## src/rtl/ctrl_sumador_serie_pkg.sv

```systemverilog
// rtl/ctrl_sumador_serie_pkg.sv - state encodings and default widths for the serial adder
package ctrl_sumador_serie_pkg;

  typedef enum logic [1:0] {
    ST_IDLE = 2'd0,
    ST_SUMA = 2'd1,
    ST_FIN  = 2'd2
  } estado_t;

  localparam int N_DEF     = 8;
  localparam int CNT_W_DEF = 3;

endpackage

```

## src/rtl/medio_sumador.sv

```systemverilog
// rtl/medio_sumador.sv - half-adder cell
module medio_sumador (
  input  logic i_a,
  input  logic i_b,
  output logic o_s,
  output logic o_c
);

  assign o_s = i_a ^ i_b;
  assign o_c = i_a & i_b;

endmodule

```

## src/rtl/sumador_completo.sv

```systemverilog
// rtl/sumador_completo.sv - 1-bit full adder built from two half adders and an OR
module sumador_completo (
  input  logic i_a,
  input  logic i_b,
  input  logic i_c,
  output logic o_s,
  output logic o_c
);

  logic w_p;
  logic w_g1;
  logic w_g2;

  medio_sumador u_ha1 (
    .i_a (i_a),
    .i_b (i_b),
    .o_s (w_p),
    .o_c (w_g1)
  );

  medio_sumador u_ha2 (
    .i_a (w_p),
    .i_b (i_c),
    .o_s (o_s),
    .o_c (w_g2)
  );

  assign o_c = w_g1 | w_g2;

endmodule

```

## src/rtl/ctrl_sumador_serie.sv

```systemverilog
// rtl/ctrl_sumador_serie.sv - sequencer feeding two operands LSB-first through one full-adder slice
module ctrl_sumador_serie
  import ctrl_sumador_serie_pkg::*;
#(
  parameter int N     = N_DEF,
  parameter int CNT_W = CNT_W_DEF
) (
  input  logic         clk,
  input  logic         rst,
  input  logic         inicio,
  input  logic [N-1:0] A,
  input  logic [N-1:0] B,
  output logic         ocupado,
  output logic         listo,
  output logic [N-1:0] S,
  output logic         Cout
);

  estado_t          r_estado;
  estado_t          w_sig_estado;
  logic [N-1:0]     r_ra;
  logic [N-1:0]     r_rb;
  logic [N-1:0]     r_s;
  logic             r_c;
  logic             r_cout;
  logic [CNT_W-1:0] r_cnt;
  logic             w_s_bit;
  logic             w_carry;
  logic             w_ultimo;

  sumador_completo u_fa (
    .i_a (r_ra[0]),
    .i_b (r_rb[0]),
    .i_c (r_c),
    .o_s (w_s_bit),
    .o_c (w_carry)
  );

  assign w_ultimo = (r_cnt == CNT_W'(N - 1));

  always_ff @(posedge clk) begin
    if (rst) r_estado <= ST_IDLE;
    else     r_estado <= w_sig_estado;
  end

  // Encoding 2'd3 is unreachable; the default arm steers it back to IDLE.
  always_comb begin
    w_sig_estado = r_estado;
    ocupado      = 1'b0;
    listo        = 1'b0;
    case (r_estado)
      ST_IDLE: if (inicio) w_sig_estado = ST_SUMA;
      ST_SUMA: begin
        ocupado = 1'b1;
        if (w_ultimo) w_sig_estado = ST_FIN;
      end
      ST_FIN: begin
        listo        = 1'b1;
        w_sig_estado = ST_IDLE;
      end
      default: w_sig_estado = ST_IDLE;
    endcase
  end

  always_ff @(posedge clk) begin
    if (rst) begin
      r_ra   <= '0;
      r_rb   <= '0;
      r_s    <= '0;
      r_c    <= 1'b0;
      r_cout <= 1'b0;
      r_cnt  <= '0;
    end else if (r_estado == ST_IDLE && inicio) begin
      r_ra  <= A;
      r_rb  <= B;
      r_s   <= '0;
      r_c   <= 1'b0;
      r_cnt <= '0;
    end else if (r_estado == ST_SUMA) begin
      r_ra  <= r_ra >> 1;
      r_rb  <= r_rb >> 1;
      r_s   <= {w_s_bit, r_s[N-1:1]};
      r_c   <= w_carry;
      r_cnt <= r_cnt + CNT_W'(1);
      if (w_ultimo) r_cout <= w_carry;
    end
  end

  assign S    = r_s;
  assign Cout = r_cout;

endmodule

```

## config.mk

```make
export PLATFORM = sky130hd
export DESIGN_NAME = ctrl_sumador_serie
export DESIGN_NICKNAME = d
export VERILOG_FILES = /design/src/rtl/ctrl_sumador_serie_pkg.sv /design/src/rtl/medio_sumador.sv /design/src/rtl/sumador_completo.sv /design/src/rtl/ctrl_sumador_serie.sv
export SDC_FILE = /design/constraint.sdc
export NUM_CORES = 1
export LEC_CHECK = 0
export ABC_AREA = 0
export CORE_ASPECT_RATIO = 1.75
export CORE_MARGIN = 1.5
export CORE_UTILIZATION = 48
export CTS_CLUSTER_DIAMETER = 40
export DETAILED_ROUTE_END_ITERATION = 8
export GPL_TIMING_DRIVEN = 0
export PLACE_DENSITY = 0.86
export SYNTH_ARGS = -nofsm -noshare
export SYNTH_HDL_FRONTEND = slang
export SYNTH_SLANG_ARGS = --single-unit
```

## constraint.sdc

```tcl
create_clock -name clk -period 1.9 [get_ports clk]
set_clock_uncertainty 0.15 [all_clocks]
set_input_delay 0.475 -clock clk [delete_from_list [all_inputs] [get_ports clk]]
set_output_delay 0.475 -clock clk [all_outputs]
set_load 0.1 [all_outputs]
```

# Yosys cells after proc, flatten, opt, wreduce, memory -nomap -nowiden
# Cells that the tools add are included.
[classes]
addsub = 1
eq_ne = 5
mux = 9
reduce_logical = 6
bitwise = 6
[ops]
columns = ["cell", "count"]
rows = [
  ["2-to-1 mux 8 bit", 4],
  ["2-to-1 mux 2 bit", 2],
  ["!= test 2 bit (second input constant)", 2],
  ["one-hot mux 2 bit (2 select lines)", 1],
  ["adder 3 x 1 -> 3 bit (second input constant)", 1],
  ["equality test 3 bit (second input constant)", 1],
  ["AND reduction 3 bit", 1],
  ["bitwise AND 1 bit", 2],
  ["equality test 2 x 1 -> 1 bit (second input constant)", 1],
  ["equality test 2 bit (second input constant)", 1],
  ["zero test 2 bit", 1],
  ["2-to-1 mux 1 bit", 2],
  ["AND reduction 2 bit", 1],
  ["nonzero test 2 bit", 1],
  ["OR reduction 2 bit", 1],
  ["XOR 1 bit", 2],
  ["logical AND 1 bit", 1],
  ["NOT 1 bit", 1],
  ["bitwise OR 1 bit", 1],
]
[totals]
input_bits = 19
out_inout_bits = 11
regBits = 31
elab_cells = 34

# Longest topological paths before layout
[depth]
depth_word = 4
mapped_depth = 6
ltp_nobuf = 5

# Hierarchy
# A second synthesis with hierarchy kept.
[unflattened]
hier_cells = 142
area_unflattened_um2 = 1272.5
[by_module_without_submodules]
columns = ["mod", "cells_each", "seq_area_each_um2", "instances", "area_per_inst_um2"]
rows = [
  ["ctrl_sumador_serie", 139, 620.6, 1, 1241.2],
  ["medio_sumador", 1, 0.0, 2, 12.5],
  ["sumador_completo", 1, 0.0, 1, 6.3],
]

# Worst setup path after synthesis
# Ideal clock, no wire load.
[synth_timing]
kind = "register -> output"
start = "register r_estado[0]"
end = "output port listo"
path_stages_with_launch = 3
required_time_ns = 1.275
path_buffers = 1
arrival_time_ns = 1.834
path_slack_ns = -0.559
cell_sequence = "dfxtp_1 clkbuf_1 nor2b_1"
[synth_via]
elab_chain_len = 2
[synth_rtl]
columns = ["item", "line_no", "source"]
rows = [
  ["start: declaration", "ctrl_sumador_serie.sv:19", "estado_t r_estado;"],
  ["start signal: assignment", "ctrl_sumador_serie.sv:43", "else r_estado <= w_sig_estado;"],
  ["equality test 2 bit", "ctrl_sumador_serie.sv:51", "case (r_estado)"],
  ["2-to-1 mux 1 bit", "ctrl_sumador_serie.sv:51", ""],
  ["end: declaration", "ctrl_sumador_serie.sv:14", "output logic listo,"],
]
# Every way passes these cells.

# Final worst setup path
[layout_timing]
start = "register r_s[6], in the netlist S[6]"
end = "output port S[6]"
[layout_lines]
columns = ["item", "line_no", "source"]
rows = [
  ["start: declaration", "ctrl_sumador_serie.sv:23", "logic [N-1:0] r_s;"],
  ["start signal: assignment", "ctrl_sumador_serie.sv:82", "r_s <= {w_s_bit, r_s[N-1:1]};"],
  ["end: declaration", "ctrl_sumador_serie.sv:15", "output logic [N-1:0] S,"],
]
# No word-level cell between the ends.

==> impl_metrics.json <==
{
  "synth_top_area_share_pct": 47.0,
  "antenna_found_initial": 0,
  "numCtsBuffers": 5,
  "holdPathEnd": "Cout$_SDFFE_PP0P_",
  "critPathKind": "reg2out",
  "vias": 1224,
  "hold_buffers": 0,
  "ys_ff_latch": 31,
  "grt_start_max_net_pins": 17,
  "hpwlAfterDp_mm": 2.20,
  "synth-edff-count": 0,
  "fin_area_mm2": 0.00180,
  "reg2reg_to": "r_rb[2]$_SDFFE_PP0P_",
  "p_per_area_mw_per_mm2": 811,
  "r2r_slack_ps": 340,
  "place_area_mm2": 0.00165,
  "ios": 30,
  "syn_area_mm2": 0.00132,
  "die-width_um": 42.6,
  "wl_per_cell_um": 13.5,
  "path_max_fanout": 3,
  "crit_chain": "clkdlybuf4s15_2",
  "grt_usage_pct": 21.8,
  "synth_ff_type": "dfxtp_1",
  "drv_cap": 0,
  "gp_congestion": 0.759,
  "area_delta_synth_final_pct": 36.6,
  "grt-ovfl-total": 0,
  "wl_mm": 3.04,
  "clk_latency_ps": 290,
  "r2r_start": "r_estado[0]$_SDFFE_PP0P_",
  "post_drt_via_cell_ratio": 5.44,
  "n_antenna_cell": 0,
  "cts_tree": "yes",
  "nFillCells": 220,
  "drc_errors": 0,
  "layout_setup_ws_ps": 51.2,
  "period_minus_slack_ps": 1850,
  "grt_pass1_vias": 1154,
  "fp.dieH_um": 72.4,
  "hold_viol_final": 0,
  "yosysSeqAreaShare_pct": 47.0,
  "hold_depth": 2,
  "outcome": "complete, no violations",
  "yosys-top-cells-area": "dfxtp_1 (47%), nand2_1 (11%), a21oi_1 (10%)",
  "yosysTopAreaCell": "dfxtp_1",
  "worst-path-stages": 1,
  "cp_slowest_cell": "clkdlybuf4s15_2",
  "drt_first_iter_violations": 38,
  "grt_pass1_wl_mm": 5.09,
  "synth.distinct_cells": 24,
  "syn-mean-instance-area_um2": 8.25,
  "ant_nets": 0,
  "core_area_mm2": 0.00266,
  "synthesis.nets": 182,
  "dr.pass1.iters": 4,
  "cts.sinks": 31,
  "hp-class": "reg2reg",
  "clockBufferDepth": 2,
  "slew_headroom_pct": 63.4,
  "path_clk_slew_ps": 60,
  "maxSlewViolCount": 0,
  "setup-tns-final_ps": 0,
  "most-common-layout-cells": "nand2_1 (37), dfxtp_1 (30), a21oi_1 (27)",
  "final_core_util_pct": 67.8,
  "portBuffers": 29,
  "rsz0062_at_grt": "no",
  "required_ps": 1270,
  "startpoint_type": "register",
  "htreeDepth": 2,
  "final_common_cell": "nand2_1",
  "reg2reg_depth": 5,
  "min_period_over_period_pct": 97.3,
  "finalSetupViolCount": 0,
  "path_delay_family": "buffers and inverters",
  "worst_setup_path_end_kind": "output port",
  "row_count": 25,
  "ir_drop_mv": 0.573,
  "synthArstFlopShare_pct": 0,
  "tightest_slew_ps": 551,
  "drive_gt1_share_pct": 19.7,
  "cts_root_buffer": "clkbuf_8",
  "slowest_delay_ps": 570,
  "min_from": "Cout$_SDFFE_PP0P_",
  "fin_nets": 219,
  "stdcell_count": 225,
  "cp.arrival_ps": 1220,
  "post-place-ws_ps": -909,
  "start_util_pct": 49.6,
  "netlist_instances": 160,
  "p_leak_nw": 0.676,
  "yosysWarnings": 0,
  "cp_num_buf_inv": 1,
  "dp.cells": 216,
  "timing.fmax_mhz": 541,
  "die-area_mm2": 0.00309
}
## kinds of logic after synthesis
kind of cell,after synthesis,synth area share [%]
xor+xnor,1,0.664
buf+inv,13,5.88
compound gates,40,18.4
fa+ha+maj,3,3.41
simple gates,72,24.6
flops,31,47.0
## worst max path at each step
stage | from | end | slack, ps
2_1_floorplan | r_estado[1]$_SDFFE_PP0P_ | ocupado | 80
3_3_place_gp | r_estado[1]$_SDFFE_PP0P_ | ocupado | -880
3_5_place_dp | r_estado[1]$_SDFFE_PP0P_ | ocupado | -910
4_1_cts | r_estado[1]$_SDFFE_PP0P_ | ocupado | 10
5_1_grt | S[3]$_SDFFE_PP0N_ | S[3] | 10
6_report | S[6]$_SDFFE_PP0N_ | S[6] | 50
## sequential cells by signal, summed over array words and instances (netlist names)
name,cells
r_cnt,3
r_estado,2
r_rb,8
S,8
r_ra,8
Cout,1
r_c,1
## worst reg2reg max path, delay by kind of cell, from the launching register on
kind	cells	cell delay (ps)
AOI/OAI and AO/OA	2	310
buffers and inverters	2	420
DFF	1	320
and+or+nand+nor	1	270
## final cells by class
class | instances | area, um^2 | share of cell area, %
Sequential cell | 31 | 624 | 34.6
Timing Repair Buffer | 31 | 330 | 18.3
Inverter | 1 | 16.3 | 0.902
Clock inverter | 1 | 5.00 | 0.278
Clock buffer | 7 | 76.3 | 4.23
Multi-Input combinational cell | 116 | 637 | 35.3
Tap cell | 27 | 33.8 | 1.87
Buffer | 11 | 80.1 | 4.44
## synthesized netlist by cell type, types with 2 or more instances
cell / n
nand2_1: 37
dfxtp_1: 31
a21oi_1: 27
nor2_1: 17
a211oi_1: 10
nand2b_1: 5
buf_2: 4
buf_4: 4
clkbuf_1: 3
nand3_1: 3
nor3_1: 3
or3b_2: 3
ha_1: 2
## timing repair
action / CTS / global route
setup buffers: 0 / 2
endpoints found under the hold margin: 0 / 0
endpoints found under the setup margin: 21 / 16
pin swaps: 0 / 0
gates cloned: 0 / 0
resized for setup: 50 / 5
## power by group
group / internal [mW] / switching [mW] / total (mW) / leakage (nW)
sequential: 0.684 / 0.0205 / 0.705 / 0.255
clock: 0.257 / 0.255 / 0.511 / 0.0422
combinational: 0.115 / 0.131 / 0.246 / 0.379
## stage by stage
stage	power (mW)	hold slack, ps
2_1_floorplan	0.867	287
3_3_place_gp	0.937	295
3_5_place_dp	0.946	304
4_1_cts	1.45	310
5_1_grt	1.51	329
6_report	1.46	310
## metal layers
layer  up-vias  part of all wire, %  global-route usage, %
li1        614                    -                      -
met1       568                   38                   23.1
met2        35                   55                   38.7
met3         7                  4.8                   5.47
met4         0                  2.4                   10.8
met5         -                    0                      0
Power figures use the tool's default switching activity.
